## src/rtl/pcie_ltssm_ctrl_if.sv

```systemverilog
// Ordered-set channel between the LTSSM and the TX/RX ordered-set datapaths.
// master = LTSSM side, slave = datapath side.
interface pcie_ltssm_ctrl_if;
  logic       tx_os_valid_o;
  logic [1:0] tx_os_type_o;
  logic       tx_os_ready_i;
  logic       rx_os_valid_i;
  logic [1:0] rx_os_type_i;

  modport master (
    output tx_os_valid_o, tx_os_type_o,
    input  tx_os_ready_i, rx_os_valid_i, rx_os_type_i
  );

  modport slave (
    input  tx_os_valid_o, tx_os_type_o,
    output tx_os_ready_i, rx_os_valid_i, rx_os_type_i
  );
endinterface

```

## src/rtl/pcie_ltssm_ctrl.sv

```systemverilog
// Simplified PCIe LTSSM: detect, polling, configuration, L0, recovery.
// Define PCIE_LTSSM_STATS_EN to add recov_cnt_o / tmo_cnt_o statistics.
module pcie_ltssm_ctrl #(
  parameter int QUIET_CYC   = 1000,
  parameter int TIMEOUT_CYC = 24000,
  parameter int TS1_TX_MIN  = 1024,
  parameter int TS2_TX_MIN  = 16,
  parameter int RX_OS_MIN   = 8,
  parameter int IDLE_TX_MIN = 16
) (
  input  logic       clk_i,
  input  logic       rst_ni,
  input  logic       link_disable_i,
  input  logic       retrain_i,
  input  logic       rx_elec_idle_i,
  input  logic       rx_det_done_i,
  input  logic       rx_det_present_i,
  pcie_ltssm_ctrl_if.master os,
  output logic       tx_elec_idle_o,
  output logic       tx_det_req_o,
  output logic       link_up_o,
`ifdef PCIE_LTSSM_STATS_EN
  output logic [7:0] recov_cnt_o,
  output logic [7:0] tmo_cnt_o,
`endif
  output logic [2:0] ltssm_state_o
);

  localparam int CW = 16;
  localparam logic [1:0] OS_IDLE = 2'b00;
  localparam logic [1:0] OS_TS1  = 2'b01;
  localparam logic [1:0] OS_TS2  = 2'b10;

  typedef enum logic [2:0] {
    DQUIET   = 3'd0,
    DACTIVE  = 3'd1,
    POLL_ACT = 3'd2,
    POLL_CFG = 3'd3,
    CONFIG   = 3'd4,
    L0       = 3'd5,
    RECOVERY = 3'd6
  } state_e;

  state_e          state_q, state_d;
  logic [CW-1:0]   timer_q, timer_d;
  logic [CW-1:0]   tx_cnt_q, tx_cnt_d;
  logic [CW-1:0]   rx_cnt_q, rx_cnt_d;
  logic            ts2_seen_q, ts2_seen_d;
  logic            tx_os_valid_q, tx_os_valid_d;
  logic [1:0]      tx_os_type_q, tx_os_type_d;
  logic            tx_elec_idle_q, tx_elec_idle_d;
  logic            tx_det_req_q, tx_det_req_d;
  logic            link_up_q, link_up_d;
  logic            rx_want, rx_other, tx_inc, timeout, entry;

  function automatic logic [CW-1:0] sat_inc(input logic [CW-1:0] v);
    return (v == '1) ? v : v + 1'b1;
  endfunction

  always_comb begin
    rx_want = 1'b0;
    unique case (state_q)
      POLL_ACT, RECOVERY:
        rx_want = os.rx_os_valid_i &
                  (os.rx_os_type_i == OS_TS1 || os.rx_os_type_i == OS_TS2);
      POLL_CFG: rx_want = os.rx_os_valid_i && os.rx_os_type_i == OS_TS2;
      CONFIG:   rx_want = os.rx_os_valid_i && os.rx_os_type_i == OS_IDLE;
      default:  rx_want = 1'b0;
    endcase
    rx_other = os.rx_os_valid_i & ~rx_want;
    // TS2s only count toward the POLL_CFG minimum once the partner sent one
    tx_inc   = tx_os_valid_q & os.tx_os_ready_i &
               (state_q != POLL_CFG || ts2_seen_q);
    timeout  = timer_q == CW'(TIMEOUT_CYC - 1);

    state_d = state_q;
    unique case (state_q)
      DQUIET:
        if (timer_q == CW'(QUIET_CYC - 1) || !rx_elec_idle_i)
          state_d = DACTIVE;
      DACTIVE:
        if (rx_det_done_i)
          state_d = rx_det_present_i ? POLL_ACT : DQUIET;
      POLL_ACT:
        if (tx_cnt_q >= CW'(TS1_TX_MIN) && rx_cnt_q >= CW'(RX_OS_MIN))
          state_d = POLL_CFG;
        else if (timeout)
          state_d = DQUIET;
      POLL_CFG:
        if (rx_cnt_q >= CW'(RX_OS_MIN) && tx_cnt_q >= CW'(TS2_TX_MIN))
          state_d = CONFIG;
        else if (timeout)
          state_d = DQUIET;
      CONFIG:
        if (rx_cnt_q >= CW'(RX_OS_MIN) && tx_cnt_q >= CW'(IDLE_TX_MIN))
          state_d = L0;
        else if (timeout)
          state_d = DQUIET;
      L0:
        if (retrain_i || (os.rx_os_valid_i && os.rx_os_type_i == OS_TS1))
          state_d = RECOVERY;
      RECOVERY:
        if (rx_cnt_q >= CW'(RX_OS_MIN))
          state_d = CONFIG;
        else if (timeout)
          state_d = DQUIET;
      default: state_d = DQUIET;
    endcase
    if (link_disable_i)
      state_d = DQUIET;

    entry = (state_d != state_q) || link_disable_i;
    if (entry) begin
      timer_d    = '0;
      tx_cnt_d   = '0;
      rx_cnt_d   = '0;
      ts2_seen_d = 1'b0;
    end else begin
      timer_d    = sat_inc(timer_q);
      tx_cnt_d   = tx_inc ? sat_inc(tx_cnt_q) : tx_cnt_q;
      rx_cnt_d   = rx_want ? sat_inc(rx_cnt_q) :
                   rx_other ? '0 : rx_cnt_q;
      ts2_seen_d = ts2_seen_q | (state_q == POLL_CFG && rx_want);
    end

    tx_os_valid_d  = 1'b0;
    tx_os_type_d   = OS_IDLE;
    tx_elec_idle_d = 1'b1;
    tx_det_req_d   = 1'b0;
    link_up_d      = 1'b0;
    unique case (state_d)
      DACTIVE: tx_det_req_d = state_q != DACTIVE;
      POLL_ACT, RECOVERY: begin
        tx_os_valid_d  = 1'b1;
        tx_os_type_d   = OS_TS1;
        tx_elec_idle_d = 1'b0;
      end
      POLL_CFG: begin
        tx_os_valid_d  = 1'b1;
        tx_os_type_d   = OS_TS2;
        tx_elec_idle_d = 1'b0;
      end
      CONFIG: begin
        tx_os_valid_d  = 1'b1;
        tx_elec_idle_d = 1'b0;
      end
      L0: begin
        link_up_d      = 1'b1;
        tx_elec_idle_d = 1'b0;
      end
      default: tx_elec_idle_d = 1'b1;
    endcase
  end

  always_ff @(posedge clk_i or negedge rst_ni) begin
    if (!rst_ni) begin
      state_q        <= DQUIET;
      timer_q        <= '0;
      tx_cnt_q       <= '0;
      rx_cnt_q       <= '0;
      ts2_seen_q     <= 1'b0;
      tx_os_valid_q  <= 1'b0;
      tx_os_type_q   <= OS_IDLE;
      tx_elec_idle_q <= 1'b1;
      tx_det_req_q   <= 1'b0;
      link_up_q      <= 1'b0;
    end else begin
      state_q        <= state_d;
      timer_q        <= timer_d;
      tx_cnt_q       <= tx_cnt_d;
      rx_cnt_q       <= rx_cnt_d;
      ts2_seen_q     <= ts2_seen_d;
      tx_os_valid_q  <= tx_os_valid_d;
      tx_os_type_q   <= tx_os_type_d;
      tx_elec_idle_q <= tx_elec_idle_d;
      tx_det_req_q   <= tx_det_req_d;
      link_up_q      <= link_up_d;
    end
  end

  assign os.tx_os_valid_o = tx_os_valid_q;
  assign os.tx_os_type_o  = tx_os_type_q;
  assign tx_elec_idle_o   = tx_elec_idle_q;
  assign tx_det_req_o     = tx_det_req_q;
  assign link_up_o        = link_up_q;
  assign ltssm_state_o    = state_q;

`ifdef PCIE_LTSSM_STATS_EN
  logic [7:0] recov_cnt_q, recov_cnt_d;
  logic [7:0] tmo_cnt_q, tmo_cnt_d;
  logic       tmo_hit, recov_hit;

  always_comb begin
    // a timed state falling to DQUIET without disable can only be a timeout
    tmo_hit   = !link_disable_i && state_d == DQUIET &&
                (state_q == POLL_ACT || state_q == POLL_CFG ||
                 state_q == CONFIG || state_q == RECOVERY);
    recov_hit = state_q == L0 && state_d == RECOVERY;
    tmo_cnt_d   = (tmo_hit && tmo_cnt_q != 8'hff) ?
                  tmo_cnt_q + 8'd1 : tmo_cnt_q;
    recov_cnt_d = (recov_hit && recov_cnt_q != 8'hff) ?
                  recov_cnt_q + 8'd1 : recov_cnt_q;
  end

  always_ff @(posedge clk_i or negedge rst_ni) begin
    if (!rst_ni) begin
      recov_cnt_q <= '0;
      tmo_cnt_q   <= '0;
    end else begin
      recov_cnt_q <= recov_cnt_d;
      tmo_cnt_q   <= tmo_cnt_d;
    end
  end

  assign recov_cnt_o = recov_cnt_q;
  assign tmo_cnt_o   = tmo_cnt_q;
`endif

endmodule

```

## src/flat_wrapper.sv

```systemverilog
// flat-port wrapper written by rule: the top's interface ports become plain ports
module pcie_ltssm_ctrl_flat 
#(
  parameter int QUIET_CYC   = 1000,
  parameter int TIMEOUT_CYC = 24000,
  parameter int TS1_TX_MIN  = 1024,
  parameter int TS2_TX_MIN  = 16,
  parameter int RX_OS_MIN   = 8,
  parameter int IDLE_TX_MIN = 16
)
  (clk_i, rst_ni, link_disable_i, retrain_i, rx_elec_idle_i, rx_det_done_i, rx_det_present_i, tx_elec_idle_o, tx_det_req_o, link_up_o, ltssm_state_o, os_tx_os_valid_o, os_tx_os_type_o, os_tx_os_ready_i, os_rx_os_valid_i, os_rx_os_type_i);
  pcie_ltssm_ctrl_if os_i ();
  input  logic clk_i;
  input  logic rst_ni;
  input  logic link_disable_i;
  input  logic retrain_i;
  input  logic rx_elec_idle_i;
  input  logic rx_det_done_i;
  input  logic rx_det_present_i;
  output logic tx_elec_idle_o;
  output logic tx_det_req_o;
  output logic link_up_o;
  output logic [2:0] ltssm_state_o;
  output wire logic [$bits(os_i.tx_os_valid_o)-1:0] os_tx_os_valid_o;
  output wire logic [$bits(os_i.tx_os_type_o)-1:0] os_tx_os_type_o;
  input wire logic [$bits(os_i.tx_os_ready_i)-1:0] os_tx_os_ready_i;
  input wire logic [$bits(os_i.rx_os_valid_i)-1:0] os_rx_os_valid_i;
  input wire logic [$bits(os_i.rx_os_type_i)-1:0] os_rx_os_type_i;
  assign os_tx_os_valid_o = os_i.tx_os_valid_o;
  assign os_tx_os_type_o = os_i.tx_os_type_o;
  assign os_i.tx_os_ready_i = os_tx_os_ready_i;
  assign os_i.rx_os_valid_i = os_rx_os_valid_i;
  assign os_i.rx_os_type_i = os_rx_os_type_i;
  pcie_ltssm_ctrl #(.QUIET_CYC(QUIET_CYC), .TIMEOUT_CYC(TIMEOUT_CYC), .TS1_TX_MIN(TS1_TX_MIN), .TS2_TX_MIN(TS2_TX_MIN), .RX_OS_MIN(RX_OS_MIN), .IDLE_TX_MIN(IDLE_TX_MIN)) u_core (.clk_i(clk_i), .rst_ni(rst_ni), .link_disable_i(link_disable_i), .retrain_i(retrain_i), .rx_elec_idle_i(rx_elec_idle_i), .rx_det_done_i(rx_det_done_i), .rx_det_present_i(rx_det_present_i), .os(os_i), .tx_elec_idle_o(tx_elec_idle_o), .tx_det_req_o(tx_det_req_o), .link_up_o(link_up_o), .ltssm_state_o(ltssm_state_o));
endmodule
```

## config.mk

```make
export PLATFORM = sky130hd
export DESIGN_NAME = pcie_ltssm_ctrl_flat
export DESIGN_NICKNAME = d
export VERILOG_FILES = /design/src/rtl/pcie_ltssm_ctrl_if.sv /design/src/rtl/pcie_ltssm_ctrl.sv /design/src/flat_wrapper.sv
export SDC_FILE = /design/constraint.sdc
export NUM_CORES = 1
export LEC_CHECK = 0
export ABC_AREA = 1
export ABC_CLOCK_PERIOD_IN_PS = 2600
export BUFFER_PORTS_ARGS = -buffer_cell sky130_fd_sc_hd__buf_2
export CAP_MARGIN = 20
export CORE_MARGIN = 1
export CORE_UTILIZATION = 30
export DETAILED_ROUTE_END_ITERATION = 12
export GPL_TIMING_DRIVEN = 0
export PLACE_DENSITY = 0.52
export SKIP_CTS_REPAIR_TIMING = 1
export SYNTH_ARGS = -nofsm -noshare
export SYNTH_HDL_FRONTEND = slang
export SYNTH_SLANG_ARGS = --single-unit
```

## constraint.sdc

```tcl
create_clock -name clk_i -period 2.6 [get_ports clk_i]
set_clock_uncertainty 0.15 [all_clocks]
set_input_delay 0.13 -clock clk_i [delete_from_list [all_inputs] [get_ports clk_i]]
set_output_delay 0.13 -clock clk_i [all_outputs]
set_load 0.02 [all_outputs]
```

==> Word level (Yosys, flattened, before mapping) <==
Cells that the tools add are included.
{ "totals": {"reg_bits": 58, "elab_cells": 96, "in_bits": 11} }
{ "classes": {"n_addsub": 3, "reduce_logical": 22, "n_mux": 27, "n_eq_ne": 25, "order_cmp": 3, "n_bitwise": 6} }
{ "ops": {"columns": ["cell", "n"], "rows": [
  ["16-bit two-way mux", 9],
  ["16-bit by 1-bit adder with 16-bit output (second input constant)", 3],
  ["16-bit equality test (second input constant)", 3],
  ["3-bit two-way mux", 9],
  ["3-bit one-hot mux with 7 select lines", 1],
  ["3-bit equality test (second input constant)", 6],
  ["16-bit by 10-bit equality test with 1-bit output (second input constant)", 1],
  ["16-bit by 15-bit equality test with 1-bit output (second input constant)", 1],
  ["16-bit by 11-bit >= comparator with 1-bit output (second input constant)", 1],
  ["16-bit by 4-bit >= comparator with 1-bit output (second input constant)", 1],
  ["16-bit by 5-bit >= comparator with 1-bit output (second input constant)", 1],
  ["3-bit by 2-bit equality test with 1-bit output (second input constant)", 4],
  ["3-bit by 1-bit equality test with 1-bit output (second input constant)", 2],
  ["1-bit logical AND", 6],
  ["1-bit logical OR", 5],
  ["1-bit two-way mux", 5],
  ["5-bit OR reduction", 1],
  ["1-bit AND", 4],
  ["2-bit by 1-bit != test with 1-bit output (second input constant)", 2],
  ["2-bit one-hot mux with 2 select lines", 1],
  ["2-bit AND reduction", 2],
  ["2-bit OR reduction", 2],
  ["4-bit OR reduction", 1],
  ["3-bit zero test", 1],
  ["other kinds (14)", 14]
]} }

==> Logic depth before layout (Yosys ltp) <==
{ "logic_depth": {"ltp_word": 10, "ltp_mapped": 16, "mapped_depth_nobuf": 14} }

==> Worst setup path after synthesis <==
OpenSTA, ideal clock, no wires.
{ "synth_timing": {"path_type": "flip-flop to flip-flop", "startpoint": "reg u_core.timer_q[0]", "endpoint": "reg u_core.timer_q[2]", "path_slack_ns": 0.562, "path_buffers": 2, "t_required_ns": 2.382, "arrival_time_ns": 1.819, "setup_ns": 0.068, "stages_incl_launch_ff": 17, "cell_sequence": "dfrtp_1 -> ha_1 -> nand2_1 -> inv_1 -> nand2_1 -> nor2_1 -> nand2_1 -> nand2_1 -> a21oi_1 -> nand3_2 -> nand2_2 -> nand2_1 -> nand2_1 -> nand3_2 -> buf_6 -> buf_12 -> nor2_4"} }
{ "synth_between": {"elab_chain_cells": 8, "elab_cells_between_ends": 18} }
{ "synth_lines": {"columns": ["element", "line_no", "source"], "rows": [
  ["from (decl)", "pcie_ltssm_ctrl.sv:45", "logic [CW-1:0] timer_q, timer_d;"],
  ["from (signal assigned)", "pcie_ltssm_ctrl.sv:169", "timer_q <= timer_d;"],
  ["16-bit by 15-bit equality test with 1-bit output / 16-bit by 10-bit equality test with 1-bit output (equally long branches)", "pcie_ltssm_ctrl.sv:74, pcie_ltssm_ctrl.sv:79", null],
  ["3-bit two-way mux / 1-bit logical OR (equally long branches)", null, null],
  ["3-bit two-way mux, on equally long branches", null, null],
  ["3-bit one-hot mux with 7 select lines", "pcie_ltssm_ctrl.sv:77", "unique case (state_q)"],
  ["3-bit two-way mux", "pcie_ltssm_ctrl.sv:109", "if (link_disable_i)"],
  ["3-bit != test", "pcie_ltssm_ctrl.sv:112", "entry = (state_d != state_q) || link_disable_i;"],
  ["1-bit logical OR", "pcie_ltssm_ctrl.sv:112", null],
  ["2-bit by 1-bit != test with 1-bit output (no line) / 16-bit two-way mux (equally long branches)", null, null]
]} }
Parallel ways exist; a longest one is shown, timed or not. The select of a mux whose other input is x is not followed.
A chain may end at the register's enable or synchronous reset.

==> Worst setup path after layout <==
Same ends and word-level chain as after synthesis.

==> qor.csv <==
stage,metric,value,unit
die,coreArea,12060,sq um
critical_path,critical_path_class,reg2reg,
layout,final_util,36.31,%
power,internal-power,1753,uW
critical_path,critPathMaxStageDelay,0.41,ns
critical_path,timing.rr.start,u_core.timer_q[0],
global_route,grt_pass1_vias,3112,
critical_path,reg2reg_slack,0.24,ns
die,die_width,113.6,microns
layout,drive_gt1_share,12.90,%
synth,synth_edf_count,0,
placed_design,gp_congestion,0.8526,
critical_path,rr_endpoint,u_core.timer_q[2],
critical_path,crit_arrival,2.47,ns
die,initial_core_util,30.99,%
power,p_seq_share,40.7,%
synth,synth_top_flop_cell,dfrtp_1,
clock_tree,cts.sinks,58,
placed_design,port_buffers,19,
layout,diodes,0,
placed_design,hpwl,6374,microns
sta,fin_crit,2.355,ns
hold_path,min_path_cells,4,
layout,multi_input_area,1916,sq um
hold_path,hold_path_end,u_core.os.tx_os_type_o[0],
layout,num-nets-final,580,
critical_path,cp_max_fo,10,
synth,syn_area_per_cell,7.065,sq um
critical_path,required,2.71,ns
synth,ys_seq_elements,58,
power,ir_worst_vdd,0.3826,mV
layout,syn2layout_area_growth,17.17,%
critical_path,crit_chain,"ha_1, nand2_1, inv_1, nand2_1, nor2_1, nand2_1, nand2_1, a21oi_1, nand3_2, nand2_2, nand2_1, nand2_1, nand3_2, buf_6, buf_12, nor2_4",
critical_path,critPathLaunchType,flip-flop,
clock_tree,tritoncts,built,
job,cap_violations,0,
synth,synth_warnings,0,
routing,dr.first_iter.drc_count,182,
routing,ant_nets,0,
layout,final_area,4379,sq um
layout,fill_cells,1309,
routing,wl_per_cell,11.54,microns
sta,slew_viol_final,0,
routing,finalWirelength,8470,microns
synth,synthCells,529,
clock_tree,cts_buffer_depth,2,
routing,drc,0,
die,rows,40,
clock_tree,root_buffer,clkbuf_16,
die,fp.dieH,113.6,microns
routing,via_per_inst,4.473,
critical_path,crit_top_cell,nand2_1,
power,p_sw_share,22.50,%
synth,synth_nets,548,
sta,relSlewSlack,64.29,%
global_route,grt_pass1_wl,14880,microns
sta,fin_crit_sh,90.59,%
critical_path,cp.buffers_inverters,3,
hold_path,hold_class,in2reg,
sta,grt_setup_unrepaired,no,
power,p_comb_share,6.8,%
critical_path,crit_slowest_cell,dfrtp_1,
power,power_frac_clock,52.5,%
sta,max_freq,424.6,MHz
synth,synth_seq_area_share,38.87,%
power,power_leakage,0.001975,uW
power,p_sw,509.0,uW
global_route,grt-ovfl-total,0,
hold_path,min_from,link_disable_i,
clock_tree,h-tree-depth,3,
clock_tree,cts_buffers,9,
power,powerDensity,516.5,nW/um^2
critical_path,end_kind,flip-flop,
placed_design,placed_area,4063,sq um
die,ioPinCount,20,
clock_tree,clock_latency,0.33,ns
global_route,antenna_found_initial,0,
sta,hold-worst-slack,0.03670,ns
sta,final_hold_viol_count,0,
status,status,finished clean,
sta,worst_pin_slew,0.5356,ns
die,dieArea,12910,sq um
routing,num_vias,3283,
sta,setup_tns,0,ns
synth,ys_async_sr_fraction,100.0,%
clock_tree,clk_pin_slew_worst_paths,0.05,ns
synth,ys_types,32,
routing,drtPass1Iterations,4,
global_route,grt_use_total,14.96,%
critical_path,path_delay_family,simple AND/OR/NAND/NOR gates,
layout,regArea,1453,sq um
critical_path,r2r_cells,16,
global_route,grt_max_degree,38,
sta,setup_violations,0,
synth,syn_area,3737,sq um
[layout by cell type, fill, tap and decap left out, drive strengths merged]
| cell type | n |
|---|---|
| nor3b | 1 |
| nand4 | 13 |
| clkbuf | 16 |
| bufinv | 1 |
| dfstp | 1 |
| dlygate4sd3 | 1 |
| clkinvlp | 1 |
| buf | 28 |
| dfrtp | 57 |
| or2 | 1 |
| o22ai | 1 |
| nor2 | 113 |
| a21oi | 17 |
| inv | 78 |
| xor2 | 15 |
| nor4 | 2 |
| o21ai | 27 |
| a211oi | 1 |
| nand3 | 44 |
| a41o | 1 |
| nor3 | 15 |
| o21bai | 2 |
| nand2 | 119 |
| ha | 8 |
| xnor2 | 3 |
[power groups by stage]
| stage | Clock, uW | Sequential [uW] | Combinational (uW) |
|---|---|---|---|
| after floorplan | 0 | 938 | 89.4 |
| final | 1190 | 920 | 154 |
| after detailed placement | 0 | 935 | 158 |
| after global placement | 0 | 935 | 152 |
| after global routing | 1270 | 920 | 175 |
| after CTS | 1230 | 919 | 158 |
[flip-flops by register name, indices dropped and copies added, names as in the netlist]
name and flops:
u_core.tx_elec_idle_o 1, u_core.timer_q 16, u_core.ltssm_state_o 3, u_core.tx_cnt_q 16, u_core.tx_det_req_o 1, u_core.rx_cnt_q 16
u_core.link_up_o 1, u_core.os.tx_os_valid_o 1, u_core.ts2_seen_q 1, u_core.os.tx_os_type_o 2
[cell families (layout without fill, tap and decap cells)]
group                    Yosys count  after routing  share of synthesized area, %
AO/OA/AOI/OAI                     49             49                         6.930
adder cells (fa/ha/maj)            8              8                         2.678
buffers and inverters             88            125                         9.943
flip-flops                        58             58                         38.87
AND/OR/NAND/NOR                  308            308                         37.36
XOR/XNOR                          18             18                         4.219
[worst max path at each step]
stage,from,to,slack [ns],cells past startpoint
6_report,u_core.timer_q[0],u_core.timer_q[2],0.24,16
5_1_grt,u_core.rx_cnt_q[1],u_core.rx_cnt_q[9],0.005,14
4_1_cts,u_core.rx_cnt_q[1],u_core.rx_cnt_q[9],0.19,13
3_5_place_dp,u_core.rx_cnt_q[7],u_core.timer_q[5],0.21,15
3_3_place_gp,u_core.rx_cnt_q[1],u_core.rx_cnt_q[9],0.24,13
2_1_floorplan,u_core.timer_q[0],u_core.timer_q[2],0.56,16
[worst reg2reg max path: stages, from the launching register on]
cell and delay (ns):
dfrtp_1 0.41, ha_1 0.24, nand2_1 0.12, inv_1 0.06, nand2_1 0.05, nor2_1 0.04
nand2_1 0.05, nand2_1 0.07, a21oi_1 0.17, nand3_2 0.13, nand2_2 0.12, nand2_1 0.06
nand2_1 0.06, nand3_2 0.13, buf_6 0.19, buf_12 0.16, nor2_4 0.08
[per-stage QoR]
step | instances | setup slack, ns | power (uW)
global placement | 716 | 0.2400 | 1087
detailed placement | 717 | 0.2106 | 1092
finish | 734 | 0.2447 | 2262
global route | 734 | 0.005078 | 2370
CTS | 733 | 0.1865 | 2312
floorplan | 529 | 0.5623 | 1028
[Yosys cell counts, types with 2 or more instances]
cell type	n	share of area [%]
nor2_4	10	3.0
nand3_1	41	5.5
nor3_1	12	1.6
nor2_1	100	10
xor2_1	15	3.5
dfrtp_1	57	38
inv_1	73	7.3
xnor2_1	3	0.70
o21ai_0	26	3.5
inv_2	5	0.50
buf_2	5	0.67
nor2_2	3	0.50
nor4_1	2	0.33
ha_1	8	2.7
nand2_1	115	12
buf_6	2	0.60
nand2_2	4	0.67
nand3_2	3	0.80
nor3_2	3	0.80
nand4_1	13	2.2
o21bai_1	2	0.40
a21oi_1	17	2.3
[layer usage]
metal | track usage [%] | wire (microns)
met3 | 4.942 | 287
met2 | 22.24 | 3763
met1 | 20.11 | 4346
met5 | 0 | 0
met4 | 5.614 | 72
[layout make-up]
cell class / instances / area share [%]
clock buffer: 14 / 6.029
clock inverter: 2 / 0.8571
multi-input combinational: 383 / 43.74
buffer: 10 / 1.857
inverter: 78 / 6.686
tap: 168 / 4.800
timing repair buffer: 21 / 2.857
sequential: 58 / 33.17
Power figures use the tool's default switching activity.
